$ cat src/rtl/control_sequencer.sv
// control_sequencer: single-issue instruction sequencer.
// Captures one instruction per IDLE handshake and decodes it for one EXEC
// cycle. LD/SV then wait in MEM for mem_ack, and LD writes back in the ack
// cycle. Branch/jump inserts FLUSH_CYCLES fetch bubbles. HLT parks in HALTED
// until reset.
// Ports:
//   clk, reset                 - clock, synchronous active-high reset
//   insn_valid/insn/insn_ready - instruction handshake
//   mem_ack/mem_read/mem_write - data-memory request and completion
//   halt..mux_ma, dest, imm, reg_a, reg_b, func_code - decoded controls
//   busy, mem_error (sticky), retired - status
module control_sequencer #(
  parameter int INSN_WIDTH   = 9,
  parameter int DATA_WIDTH   = 8,
  parameter int REG_WIDTH    = 2,
  parameter int FUNC_WIDTH   = 3,
  parameter int FLUSH_CYCLES = 1,
  parameter int MEM_TIMEOUT  = 15,
  parameter int CNT_WIDTH    = 16
) (
  input  logic                  clk,
  input  logic                  reset,
  input  logic                  insn_valid,
  input  logic [INSN_WIDTH-1:0] insn,
  output logic                  insn_ready,
  input  logic                  mem_ack,
  output logic                  mem_read,
  output logic                  mem_write,
  output logic                  halt,
  output logic                  branch,
  output logic                  jump,
  output logic                  relative,
  output logic                  reg_write,
  output logic                  mux_ri,
  output logic                  overflow_en,
  output logic                  compare_en,
  output logic                  mux_ma,
  output logic [DATA_WIDTH-1:0] dest,
  output logic [DATA_WIDTH-1:0] imm,
  output logic [REG_WIDTH-1:0]  reg_a,
  output logic [REG_WIDTH-1:0]  reg_b,
  output logic [FUNC_WIDTH-1:0] func_code,
  output logic                  busy,
  output logic                  mem_error,
  output logic [CNT_WIDTH-1:0]  retired
);

  localparam int IW = INSN_WIDTH;

  generate
    if (INSN_WIDTH - 2 < 2 * REG_WIDTH + FUNC_WIDTH) begin : g_bad_cfg
      $error("control_sequencer: INSN_WIDTH too small for two register fields plus function code");
    end
  endgenerate

  typedef enum logic [2:0] {S_IDLE, S_EXEC, S_MEM, S_FLUSH, S_HALTED} state_t;

  state_t                r_state, w_next;
  logic [IW-1:0]         r_insn;
  logic [CNT_WIDTH-1:0]  r_retired;
  logic                  r_mem_error;
  logic [3:0]            r_flush_cnt;
  logic [7:0]            r_wait_cnt;

  logic                  w_retire, w_timeout;
  logic [1:0]            w_flag;
  logic [FUNC_WIDTH-1:0] w_fn;
  logic                  w_is_hlt, w_is_ld, w_is_sv, w_is_cmp;

  // Decode works only from the captured instruction, never the live bus.
  assign w_flag   = r_insn[IW-1 -: 2];
  assign w_fn     = r_insn[FUNC_WIDTH-1:0];
  assign w_is_hlt = (w_flag == 2'b11) && (&r_insn);
  assign w_is_ld  = (w_flag == 2'b10) && (w_fn == FUNC_WIDTH'(6));
  assign w_is_sv  = (w_flag == 2'b10) && (w_fn == FUNC_WIDTH'(7));
  assign w_is_cmp = (w_fn == FUNC_WIDTH'(3)) || (w_fn == FUNC_WIDTH'(4)) ||
                    (w_fn == FUNC_WIDTH'(5));

  always_ff @(posedge clk) begin
    if (reset) begin
      r_state     <= S_IDLE;
      r_insn      <= '0;
      r_retired   <= '0;
      r_mem_error <= 1'b0;
      r_flush_cnt <= '0;
      r_wait_cnt  <= '0;
    end else begin
      r_state <= w_next;
      if (r_state == S_IDLE && insn_valid) r_insn <= insn;
      if (w_retire)  r_retired   <= r_retired + 1'b1;
      if (w_timeout) r_mem_error <= 1'b1;
      // Both counters sit at zero outside their state, so entry starts at 0.
      r_wait_cnt  <= (r_state == S_MEM)   ? r_wait_cnt + 8'd1  : 8'd0;
      r_flush_cnt <= (r_state == S_FLUSH) ? r_flush_cnt + 4'd1 : 4'd0;
    end
  end

  // Next state, retirement and timeout.
  always_comb begin
    w_next    = r_state;
    w_retire  = 1'b0;
    w_timeout = 1'b0;
    unique case (r_state)
      S_IDLE: if (insn_valid) w_next = S_EXEC;
      S_EXEC: begin
        if (w_is_ld || w_is_sv) begin
          w_next = S_MEM;
        end else begin
          w_retire = 1'b1;
          if (w_flag == 2'b01) w_next = (FLUSH_CYCLES > 0) ? S_FLUSH : S_IDLE;
          else if (w_is_hlt)   w_next = S_HALTED;
          else                 w_next = S_IDLE;
        end
      end
      S_MEM: begin
        // An ack in the final allowed cycle still completes normally.
        if (mem_ack) begin
          w_retire = 1'b1;
          w_next   = S_IDLE;
        end else if (r_wait_cnt == 8'(MEM_TIMEOUT - 1)) begin
          w_timeout = 1'b1;
          w_next    = S_IDLE;
        end
      end
      S_FLUSH:  if (r_flush_cnt == 4'(FLUSH_CYCLES - 1)) w_next = S_IDLE;
      S_HALTED: w_next = S_HALTED;
      default:  w_next = S_IDLE;
    endcase
  end

  // Decoded and handshake outputs; anything not driven by a state stays 0.
  always_comb begin
    insn_ready  = 1'b0;
    mem_read    = 1'b0;
    mem_write   = 1'b0;
    halt        = 1'b0;
    branch      = 1'b0;
    jump        = 1'b0;
    relative    = 1'b0;
    reg_write   = 1'b0;
    mux_ri      = 1'b0;
    overflow_en = 1'b0;
    compare_en  = 1'b0;
    mux_ma      = 1'b0;
    dest        = '0;
    imm         = '0;
    reg_a       = '0;
    reg_b       = '0;
    func_code   = '0;
    unique case (r_state)
      S_IDLE: insn_ready = 1'b1;
      S_EXEC: begin
        unique case (w_flag)
          2'b00: begin
            reg_a     = r_insn[IW-3 -: REG_WIDTH];
            imm       = DATA_WIDTH'(r_insn[IW-3-REG_WIDTH:0]);
            reg_write = 1'b1;
            mux_ri    = 1'b1;
            mux_ma    = 1'b1;
          end
          2'b01: begin
            branch   = ~r_insn[IW-3];
            jump     = r_insn[IW-3];
            relative = r_insn[IW-4];
            dest     = DATA_WIDTH'(r_insn[IW-5:0]);
          end
          2'b10: begin
            reg_a     = r_insn[IW-3 -: REG_WIDTH];
            reg_b     = r_insn[IW-3-REG_WIDTH -: REG_WIDTH];
            func_code = w_fn;
            if (w_is_cmp) begin
              compare_en = 1'b1;
            end else if (!(w_is_ld || w_is_sv)) begin
              reg_write   = 1'b1;
              overflow_en = 1'b1;
              mux_ma      = 1'b1;
            end
          end
          default: halt = w_is_hlt;
        endcase
      end
      S_MEM: begin
        reg_a     = r_insn[IW-3 -: REG_WIDTH];
        reg_b     = r_insn[IW-3-REG_WIDTH -: REG_WIDTH];
        func_code = w_fn;
        mem_read  = w_is_ld;
        mem_write = w_is_sv;
        // Load write-back selects memory data (mux_ma=0) in the ack cycle.
        reg_write = w_is_ld & mem_ack;
      end
      S_HALTED: halt = 1'b1;
      default: ;
    endcase
  end

  assign busy      = (r_state != S_IDLE);
  assign mem_error = r_mem_error;
  assign retired   = r_retired;

endmodule

$ cat config.mk
export PLATFORM = sky130hd
export DESIGN_NAME = control_sequencer
export DESIGN_NICKNAME = d
export VERILOG_FILES = /design/src/rtl/control_sequencer.sv
export SDC_FILE = /design/constraint.sdc
export NUM_CORES = 1
export LEC_CHECK = 0
export ABC_CLOCK_PERIOD_IN_PS = 2600
export CAP_MARGIN = 20
export CORE_MARGIN = 1.5
export CORE_UTILIZATION = 40
export DETAILED_ROUTE_END_ITERATION = 10
export PLACE_DENSITY = 0.77
export RECOVER_POWER = 100
export SLEW_MARGIN = 20
export SYNTH_ARGS = -nofsm -noshare
export SYNTH_HDL_FRONTEND = slang
export SYNTH_SLANG_ARGS = --single-unit
$ cat constraint.sdc
create_clock -name clk -period 2.6 [get_ports clk]
set_input_delay 0.78 -clock clk [delete_from_list [all_inputs] [get_ports clk]]
set_output_delay 0.78 -clock clk [all_outputs]
set_load 0.01 [all_outputs]
=== Word level (Yosys, flattened, before mapping) ===
Index checks and enable logic that the tools add are counted.

* Logic and storage cells: 92
* Bits in registers: 41
* Input bits: 13
* Output and inout bits: 53

* Add/subtract/negate cells: 3
* Mux-type cells: 46
* Equal/unequal tests: 16
* Bitwise operators: 4
* Reductions and logical operators: 17

{| class="wikitable"
|+ Operator list
! kind !! count
|-
| 1-bit two-way mux || 24
|-
| 3-bit two-way mux || 8
|-
| 5-bit two-way mux || 4
|-
| 16-bit by 1-bit adder with 16-bit output, second input constant || 1
|-
| 3-bit equality test, second input constant || 5
|-
| 3-bit one-hot mux with 5 select lines || 1
|-
| 3-bit by 2-bit equality test with 1-bit output, second input constant || 3
|-
| 9-bit AND reduction || 1
|-
| 8-bit by 1-bit adder with 8-bit output, second input constant || 1
|-
| 8-bit by 4-bit equality test with 1-bit output, second input constant || 1
|-
| 1-bit one-hot mux with 2 select lines || 4
|-
| 2-bit one-hot mux with 2 select lines || 2
|-
| 3-bit one-hot mux with 2 select lines || 1
|-
| 2-bit OR reduction || 3
|-
| 4-bit by 1-bit adder with 4-bit output, second input constant || 1
|-
| 2-bit equality test, second input constant || 2
|-
| 1-bit logical AND || 4
|-
| 4-bit zero test || 1
|-
| 2-bit two-way mux || 2
|-
| 3-bit by 1-bit equality test with 1-bit output, second input constant || 1
|-
| 3-bit zero test || 1
|-
| 1-bit logical OR || 3
|-
| 3-bit by 2-bit != test with 1-bit output, second input constant || 1
|-
| 1-bit NOT || 3
|-
| 8 further kinds || 8
|}

=== Logic depth before layout (Yosys ltp) ===
Gate-level depths: netlist of the first run.

* Word-level depth: 7
* Mapped depth: 7
* Mapped depth without buffers: 5

=== Worst setup path before layout of the first run ===
No wires, ideal clock.

* Path kind: reg2out
* Start: register r_state[1]
* End: output port imm[1]
* Buffers on the path: 1
* Setup slack: 233 ps
* Stages on the path, launching flop included: 6
* Required time: 1820 ps
* Arrival: 1587 ps
* Path through: dfxtp_1 -> buf_4 -> or3b_1 -> or2_1 -> nor2_1 -> and2_1

* Word-level cells in the longest chain between the ends: 2

{| class="wikitable"
|+ RTL lines
! what !! RTL line !! RTL
|-
| start: declaration || 58 || <nowiki>state_t r_state, w_next;</nowiki>
|-
| start signal: assignment || 88 || <nowiki>r_state <= w_next;</nowiki>
|-
| 3-bit by 1-bit equality test with 1-bit output || 150 || <nowiki>unique case (r_state)</nowiki>
|-
| 5-bit two-way mux || 150 ||
|-
| end: declaration || 39 || <nowiki>output logic [DATA_WIDTH-1:0] imm,</nowiki>
|}

Every way passes these cells.

=== Worst setup path in the final report of the first run ===
* Start: register r_state[0]
* End: output port halt

* Word-level cells in the longest chain between the ends: 2
* Elaborated cells on any way between the ends: 3
* Classes of those cells: eq/ne: 2; mux: 1

{| class="wikitable"
|+ RTL lines
! what !! RTL line !! RTL
|-
| 3-bit equality test / 3-bit by 1-bit equality test with 1-bit output (equally long branches) || 150 ||
|-
| 1-bit one-hot mux with 2 select lines (*) || 150 ||
|-
| end: declaration || 29 || <nowiki>output logic halt,</nowiki>
|}

Every way passes the cells marked *; elsewhere a longest branch is shown, timed or not.

==> run_results.csv, run 1 <==
group,metric,value,unit
status,status,"completed",
layout,area_growth,41.9,%
synthesis,synth_area_leaders,"dfxtp_1 39%, a21oi_1 6.4%, nand2_1 5.2%",
sta,fin_skew,0.00947,ns
synthesis,ys_seq_area_frac,0.389,
synthesis,syn-instance-count,265,
routing,vias,2125,
sta,final-max-slew-violation-count,0,
synthesis,synth_top_cells_by_count,"41 x dfxtp_1, 29 x nand2_1, 27 x a21oi_1, 25 x nor2_1, 13 x and2_1",
routing,drc,0,
grt,grt_pass1_wl,8.26,mm
sta,setup_viol,0,
layout,final_cells,413,
floorplan,coreArea,0.00511,mm²
placed_design,gp_congestion,0.775,
routing,drt-total-wl,5.32,mm
clocking,clk_path_buf_depth,2,
clocking,root_buffer,"clkbuf_8",
sta,rsz0062_at_grt,"yes",
routing,vias_per_cell,5.15,
placed_design,hpwl,3.64,mm
placed_design,port_buffers,59,
setup_path,critPathLaunchType,"register",
setup_path,crit_path_max_fanout,3,
grt,grt_max_degree,31,
synthesis,synth-edff-count,0,
setup_path,crit_slowest_cell,"or4_4",
sta,tns,0,ns
floorplan,start_util,0.414,
routing,first_pass_iters,4,
layout,nets,360,
layout,drive_gt1_frac,0.178,
floorplan,row_count,26,
pwr,p_clk_frac,0.402,
routing,wire_per_inst,12.9,µm
grt,grt_remaining_overflow,0,
placed_design,dp_cells,400,
floorplan,fp.dieW,75.7,µm
pwr,leakagePower,1.21,nW
pwr,irDropWorstVdd,0.000230,V
sta,fin_crit_sh,0.990,
pwr,p_int,0.00102,W
synthesis,synth_top_cell_by_area,"dfxtp_1",
synthesis,synth.distinct_cells,42,
setup_path,crit_path_cell_trace,"buf_4 -> nand2b_1 -> or4_4 -> a21oi_1 -> buf_2",
clocking,cts_num_sinks,41,
floorplan,io_pins,66,
synthesis,syn_area,0.00211,mm²
routing,final_antenna_net_count,0,
sta,hold_violations,0,
pwr,p_sw,0.000316,W
synthesis,ys_ff_latch,41,
sta,fmax,0.388,GHz
routing,drt-initial-drc-count,77,
layout,diodes,0,
clocking,cts_tree,"done",
synthesis,synth_top_area_frac,0.389,
setup_path,critPathCaptureType,"output port",
synthesis,synth_ff_type,"dfxtp_1",
grt,grt_util_all_layers,0.189,
pwr,total_power,0.00134,W
pwr,pwr-share-comb,0.114,
synthesis,syn_avg_cell_area,7.97,µm²
clocking,clk_latency,0.30,ns
pwr,powerDensity,447,mW/mm²
sta,worst_pin_slew,0.853,ns
clocking,tritoncts.num_buffers,5,
floorplan,die_h,75.7,µm
min_path,hp-class,"register to register",
grt,grt_pass1_vias,1813,
clocking,clkTransAtPathRegs,0.08,ns
synthesis,post-synth-top-count-cell,"dfxtp_1",
setup_path,critPathKind,"register to output port",
sta,period_minus_slack,2.58,ns
grt,antenna_found_initial,0,
synthesis,synthArstFlopShare,0,
pwr,switching_share,0.236,
setup_path,cp.required,1.82,ns
flow_run,maxCapViolations,0,
floorplan,dieArea,0.00573,mm²
pwr,seqPwrFrac,0.484,
setup_path,arrival,1.80,ns
synthesis,yosys_warnings,0,
sta,maxSlewHeadroom,0.431,
setup_path,critPathMaxStageDelay,0.55,ns
clocking,cts_max_level,2,
cells by family after synthesis:
logic type,count (synthesis),share of synthesized area
AND/OR/NAND/NOR,131,0.338
AO/OA/AOI/OAI,47,0.129
flip-flops,41,0.389
buffers and inverters,29,0.0663
XOR/XNOR,9,0.0373
adder cells (fa/ha/maj),5,0.0296
multiplexers,2,0.0101
other,1,0.00178
final cells by class:
type	instances	area, µm²
sequential	41	823
timing repair buffer	84	692
inverter	9	33.8
clock buffer	7	86.3
multi-input combinational	201	1240
clock inverter	1	30.0
fill	476	2110
tap	70	87.6
what timing repair did:
| action | CTS | global route |
|---|---|---|
| setup endpoints to repair | 30 | 25 |
| gates resized for setup | 63 | 37 |
| hold buffers | 0 | 0 |
| gates cloned | 1 | 0 |
| setup buffers | 3 | 1 |
| pin swaps | 3 | 5 |
| hold endpoints to repair | 0 | 0 |
layer usage:
metal	share of wire	global-route usage	up-vias
li1	-	-	1061
met2	0.48	0.314	58
met4	0.018	0.0694	0
met1	0.45	0.231	993
met5	0	0	-
met3	0.052	0.0569	13
state kept, by name (all words and copies together) (netlist names):
register     flops
r_flush_cnt      4
retired         16
r_state          3
mem_error        1
r_insn           9
r_wait_cnt       8
placed cells by master, fill, tap and decap left out, types with 5 or more instances in the layout:
master / synthesis / routed
dfxtp_1: 41 / 39
nand2_1: 29 / 29
a21oi_1: 27 / 26
nor2_1: 25 / 23
dlygate4sd3_1: 0 / 19
buf_4: 7 / 18
clkdlybuf4s50_1: 0 / 12
nand3_1: 11 / 11
inv_1: 9 / 9
nor2b_1: 8 / 8
o31ai_1: 8 / 8
or4_1: 9 / 8
clkbuf_1: 8 / 8
clkbuf_2: 0 / 8
or3_1: 7 / 7
o21ai_0: 7 / 7
xor2_1: 7 / 7
dlygate4sd2_1: 0 / 7
nand4_1: 6 / 6
and2_1: 13 / 6
conb_1: 1 / 6
clkbuf_8: 0 / 6
ha_1: 5 / 5
buf_6: 0 / 5
stage by stage:
| stage | utilization | hold slack, ns | cell area [µm²] | setup slack, ns |
|---|---|---|---|---|
| 2_1_floorplan | - | 0.430 | 2130 | 0.233 |
| 3_3_place_gp | 0.562 | 0.444 | 2870 | -0.0619 |
| 3_5_place_dp | 0.562 | 0.457 | 2870 | -0.102 |
| 4_1_cts | 0.593 | 0.477 | 3030 | 0.00358 |
| 5_1_grt | 0.587 | 0.510 | 3000 | -0.0182 |
| 6_report | 0.587 | 0.467 | 3000 | 0.0249 |
power by group through the flow:
stage	Clock, W	Sequential [W]	Combinational (W)
floorplan	0	0.000665	0.0000742
global placement	0	0.000662	0.000149
detailed placement	0	0.000662	0.000151
CTS	0.000548	0.000648	0.000160
global route	0.000577	0.000650	0.000168
finish	0.000538	0.000648	0.000153
worst max-delay path: cells and delay by family, from the launching register on:
| family | cells | cell delay [ns] |
|---|---|---|
| and+or+nand+nor | 2 | 0.63 |
| DFF | 1 | 0.33 |
| buffers and inverters | 2 | 0.30 |
| AOI/OAI and AO/OA | 1 | 0.24 |
worst paths after layout:
check,from,endpoint,slack (ns),cells after the start
hold / removal,r_flush_cnt[0]$_SDFF_PP0_,r_flush_cnt[0]$_SDFF_PP0_,0.47,1
setup / recovery,r_state[0]$_SDFFE_PP0P_,halt,0.02,5
setup reg to reg,r_state[0]$_SDFFE_PP0P_,retired[11]$_SDFFE_PP0P_,0.43,7
hold reg to reg,r_flush_cnt[0]$_SDFF_PP0_,r_flush_cnt[0]$_SDFF_PP0_,0.47,1
Power figures use the tool's default switching activity.
==> inputs of run 2 (changes only) <==
--- a/config.mk
+++ b/config.mk
@@ -10,7 +10,7 @@
 export CORE_MARGIN = 1.5
 export CORE_UTILIZATION = 40
 export DETAILED_ROUTE_END_ITERATION = 10
-export PLACE_DENSITY = 0.77
+export PLACE_DENSITY = 0.8
 export RECOVER_POWER = 100
 export SLEW_MARGIN = 20
 export SYNTH_ARGS = -nofsm -noshare
==> run_results.csv, run 2 (same netlist as run 1, synthesis figures left out) <==
group,metric,value,unit
min_path,hp-class,"register to register",
sta,fin_skew,0.00352,ns
layout,largest_reg_flops,16,
placed_design,dp_cells,401,
sta,period_minus_slack,2.64,ns
layout,nets,359,
grt,grt_pass1_vias,1905,
pwr,pwr-share-comb,0.118,
status,status,"complete, but fails checks",
min_path,hold_depth,1,
layout,seqCellArea,823,µm²
grt,grt_pass1_wl,8.71,mm
placed_design,hpwl,3.82,mm
pwr,seqPwrFrac,0.485,
setup_path,r2r_end,"retired[14]$_SDFFE_PP0P_",
pwr,irDropWorstVdd,0.000277,V
routing,wire_per_inst,13.4,µm
pwr,leakagePower,1.24,nW
pwr,p_sw,0.000307,W
sta,fin_crit_sh,1.01,
clocking,root_buffer,"clkbuf_8",
layout,area_growth,42.1,%
layout,diodes,0,
clocking,clk_latency,0.29,ns
floorplan,io_pins,66,
setup_path,arrival,1.86,ns
routing,drt-total-wl,5.53,mm
floorplan,fp.dieW,75.7,µm
min_path,hold_end,"r_flush_cnt[0]$_SDFF_PP0_",
pwr,powerDensity,445,mW/mm²
placed_design,port_buffers,59,
routing,vias,2165,
setup_path,critPathKind,"register to output port",
setup_path,critPathCaptureType,"output port",
sta,rsz0062_at_grt,"yes",
sta,hold_violations,0,
floorplan,coreArea,0.00511,mm²
setup_path,r2r_cells,7,
pwr,total_power,0.00134,W
routing,drt-initial-drc-count,104,
sta,maxSlewHeadroom,0.181,
routing,first_pass_iters,4,
routing,vias_per_cell,5.25,
routing,final_antenna_net_count,0,
sta,fmax,0.379,GHz
clocking,cts_max_level,2,
layout,fillers,476,
clocking,clkTransAtPathRegs,0.08,ns
routing,drc,0,
min_path,min_from,"r_flush_cnt[0]$_SDFF_PP0_",
clocking,cts_num_sinks,41,
placed_design,dpl_worst_slack,-0.114,ns
layout,final_cells,412,
setup_path,reg2reg_from,"r_state[1]$_SDFFE_PP0P_",
layout,utilization,0.588,
floorplan,start_util,0.414,
clocking,tritoncts.num_buffers,5,
layout,drive_gt1_frac,0.190,
pwr,p_clk_frac,0.396,
flow_run,maxCapViolations,0,
status,failed_checks,"setup timing",
setup_path,cp.required,1.82,ns
clocking,clk_path_buf_depth,2,
layout,layout_common_cells,"39 x dfxtp_1, 29 x nand2_1, 24 x a21oi_1",
pwr,p_int,0.00103,W
sta,setup_viol,3,
grt,grt_util_all_layers,0.199,
placed_design,gp_congestion,0.780,
sta,worst_pin_slew,1.23,ns
sta,final-max-slew-violation-count,0,
grt,grt_remaining_overflow,0,
floorplan,die_h,75.7,µm
clocking,cts_tree,"done",
floorplan,dieArea,0.00573,mm²
setup_path,r2r_setup_slack,0.56,ns
grt,grt_max_degree,31,
layout,multi_input_area,0.00123,mm²
setup_path,crit_path_max_fanout,4,
floorplan,row_count,26,
sta,setup_ws,-0.0360,ns
pwr,switching_share,0.230,
setup_path,critPathLaunchType,"register",
grt,antenna_found_initial,0,
layout,layout_commonest_cell,"dfxtp_1",
## run 2: metal layers
layer	up-vias	wire length, µm	track usage
li1	1056	-	-
met1	1016	2340	0.253
met2	82	2780	0.331
met3	11	328	0.0463
met4	0	92	0.0694
met5	-	0	0
## run 2: worst max-delay path by stage
stage,depth (start not counted),to,from,slack (ns)
finish,7,imm[2],r_state[2]$_SDFFE_PP0P_,-0.04
global placement,3,reg_write,mem_ack,-0.06
floorplan,5,imm[1],r_state[1]$_SDFFE_PP0P_,0.23
global route,7,imm[2],r_state[2]$_SDFFE_PP0P_,-0.11
CTS,7,imm[2],r_state[1]$_SDFFE_PP0P_,-0.07
detailed placement,5,imm[2],r_state[1]$_SDFFE_PP0P_,-0.11
## run 2: layout make-up
cell class,count,share of cell area
Tap cell,70,0.0292
Sequential cell,41,0.274
Timing Repair Buffer,84,0.236
Inverter,9,0.0113
Multi-Input combinational cell,200,0.410
Clock buffer,7,0.0288
Clock inverter,1,0.0100
## run 2: power by group through the flow
stage | logic [W] | clock network (W) | registers, W
2_1_floorplan | 0.0000742 | 0 | 0.000665
3_3_place_gp | 0.000149 | 0 | 0.000662
3_5_place_dp | 0.000151 | 0 | 0.000662
4_1_cts | 0.000156 | 0.000536 | 0.000648
5_1_grt | 0.000174 | 0.000569 | 0.000650
6_report | 0.000158 | 0.000529 | 0.000648
## run 2: metrics by stage
stage	setup TNS [ns]	hold WS (ns)	instance area, µm²
2_1_floorplan	0	0.430	2130
5_1_grt	-0.465	0.500	3000
4_1_cts	-0.112	0.478	3010
3_5_place_dp	-0.470	0.460	2880
3_3_place_gp	-0.221	0.445	2880
6_report	-0.0707	0.471	3000
## run 2: what timing repair did
item,in CTS,in global routing
resized for setup,49,42
pin swaps,1,7
buffers inserted,2,1
setup endpoints to repair,29,23
hold buffers,0,0
## run 2: worst max-delay path, cell delays in order (launching register included)
cell and delay, ns:
dfxtp_2 0.33, or3b_4 0.43, or2_4 0.29, nor2_4 0.10
buf_6 0.10, buf_6 0.08, and2_4 0.13, buf_6 0.09
==> inputs of run 3 (changes only) <==
--- a/config.mk
+++ b/config.mk
@@ -10,7 +10,7 @@
 export CORE_MARGIN = 1.5
 export CORE_UTILIZATION = 40
 export DETAILED_ROUTE_END_ITERATION = 10
-export PLACE_DENSITY = 0.8
+export PLACE_DENSITY = 0.76
 export RECOVER_POWER = 100
 export SLEW_MARGIN = 20
 export SYNTH_ARGS = -nofsm -noshare
==> run_results.csv, run 3 (same netlist as run 1, synthesis figures left out) <==
group,metric,value,unit
layout,drive_gt1_frac,0.231,
clocking,cts_max_level,2,
clocking,cts_num_sinks,41,
placed_design,gp_congestion,0.771,
sta,fmax,0.378,GHz
setup_path,crit_start,"r_state[0]$_SDFFE_PP0P_",
layout,largest_reg_flops,16,
status,status,"complete, but fails checks",
setup_path,critPathCaptureType,"output port",
grt,antenna_found_initial,0,
placed_design,port_buffers,59,
setup_path,cp.required,1.82,ns
setup_path,crit_path_max_fanout,3,
routing,drt-total-wl,5.59,mm
layout,fillers,466,
floorplan,io_pins,66,
pwr,powerDensity,412,mW/mm²
layout,area_growth,42.8,%
min_path,hp-class,"register to register",
pwr,total_power,0.00124,W
grt,grt_max_degree,31,
sta,rsz0062_at_grt,"yes",
grt,grt_pass1_wl,9.03,mm
clocking,clkTransAtPathRegs,0.08,ns
clocking,hold_buffers,0,
floorplan,row_count,26,
sta,final-max-slew-violation-count,0,
sta,setup_ws,-0.0452,ns
flow_run,maxCapViolations,0,
min_path,min_from,"r_flush_cnt[0]$_SDFF_PP0_",
sta,fin_crit_sh,1.02,
floorplan,coreArea,0.00511,mm²
routing,first_pass_iters,4,
routing,final_antenna_net_count,0,
grt,grt_util_all_layers,0.208,
layout,nets,367,
status,failed_checks,"setup timing",
sta,hold_slack,0.470,ns
floorplan,fp.dieW,75.7,µm
pwr,irDropWorstVdd,0.000332,V
clocking,clk_path_buf_depth,2,
floorplan,start_util,0.414,
routing,drt-initial-drc-count,91,
routing,vias_per_cell,5.10,
sta,tns,-0.0873,ns
setup_path,reg2reg_from,"r_state[1]$_SDFFE_PP0P_",
sta,fin_skew,0.00553,ns
clocking,cts_tree,"done",
clocking,clk_latency,0.30,ns
clocking,tritoncts.num_buffers,5,
sta,period_minus_slack,2.65,ns
setup_path,critPathKind,"register to output port",
clocking,root_buffer,"clkbuf_8",
setup_path,arrival,1.87,ns
pwr,leakagePower,1.20,nW
layout,finalInstanceArea,0.00302,mm²
grt,grt_remaining_overflow,0,
routing,vias,2141,
layout,diodes,0,
grt,grt_pass1_vias,1952,
placed_design,placed_area,0.00290,mm²
layout,layout_common_cells,"38 x dfxtp_1, 29 x nand2_1, 28 x clkdlybuf4s50_1",
sta,setup_viol,2,
routing,drc,0,
routing,wire_per_inst,13.3,µm
placed_design,hpwl,3.67,mm
sta,hold_violations,0,
setup_path,critPathLaunchType,"register",
layout,layout_commonest_cell,"dfxtp_1",
floorplan,die_h,75.7,µm
floorplan,dieArea,0.00573,mm²
-- run 3: cell types whose count changed in the layout (fill, tap and decap cells not counted), sizes merged --
| cell | delta |
|---|---|
| dlygate4sd3 | -18 |
| clkdlybuf4s50 | +17 |
| buf | +15 |
| dlygate4sd2 | -6 |
| clkbuf | -2 |
| clkdlybuf4s15 | -2 |
| bufinv | -1 |
| clkinv | +1 |
| clkinvlp | +1 |
| dlymetal6s2s | +1 |
| inv | +1 |
| nor3b | +1 |
-- run 3: area by class of cell --
type	instances	area (µm²)	area share
Clock inverter	3	21.3	0.00705
Sequential cell	41	825	0.273
Clock buffer	5	68.8	0.0228
Timing Repair Buffer	91	731	0.242
Multi-Input combinational cell	201	1250	0.414
Tap cell	70	87.6	0.0290
Inverter	9	33.8	0.0112
-- run 3: repair_timing --
action	in CTS	in global routing
setup endpoints to repair	30	19
resized for setup	81	33
gates cloned	1	0
pin swaps	8	8
buffers inserted	7	1
-- run 3: report_power, final --
part | total (W) | internal (W) | leakage [nW] | switching, W
Sequential | 0.000647 | 0.000639 | 0.333 | 0.00000788
Clock | 0.000429 | 0.000191 | 0.0445 | 0.000238
Combinational | 0.000166 | 0.0000801 | 0.824 | 0.0000862
Total | 0.00124 | 0.000910 | 1.20 | 0.000332
-- run 3: worst paths after layout --
kind | cells after the start | slack, ns | end
setup / recovery | 7 | -0.05 | relative
hold / removal | 1 | 0.47 | r_flush_cnt[0]$_SDFF_PP0_
setup reg to reg | 7 | 0.63 | r_insn[0]$_SDFFE_PP0P_
hold reg to reg | 1 | 0.47 | r_flush_cnt[0]$_SDFF_PP0_
-- run 3: metal layers --
metal / global-route usage / part of all wire / up-vias
met3: 0.0661 / 0.056 / 5
met5: 0 / 0 / -
li1: - / - / 1077
met4: 0.0615 / 0.0072 / 0
met2: 0.352 / 0.50 / 51
met1: 0.253 / 0.43 / 1008
-- run 3: stage by stage --
stage | instances | util | setup slack (ns)
2_1_floorplan | 270 | - | 0.233
3_3_place_gp | 404 | 0.568 | -0.0597
3_5_place_dp | 404 | 0.568 | -0.119
4_1_cts | 420 | 0.603 | -0.0678
5_1_grt | 420 | 0.590 | -0.118
6_report | 420 | 0.590 | -0.0452
-- run 3: worst max-delay path, stage by stage (launching register included) --
cell and delay, ns:
dfxtp_2 0.35, or3b_4 0.40, buf_6 0.13, nor3b_4 0.21, buf_4 0.15, buf_6 0.09, and2_1 0.11, buf_2 0.12
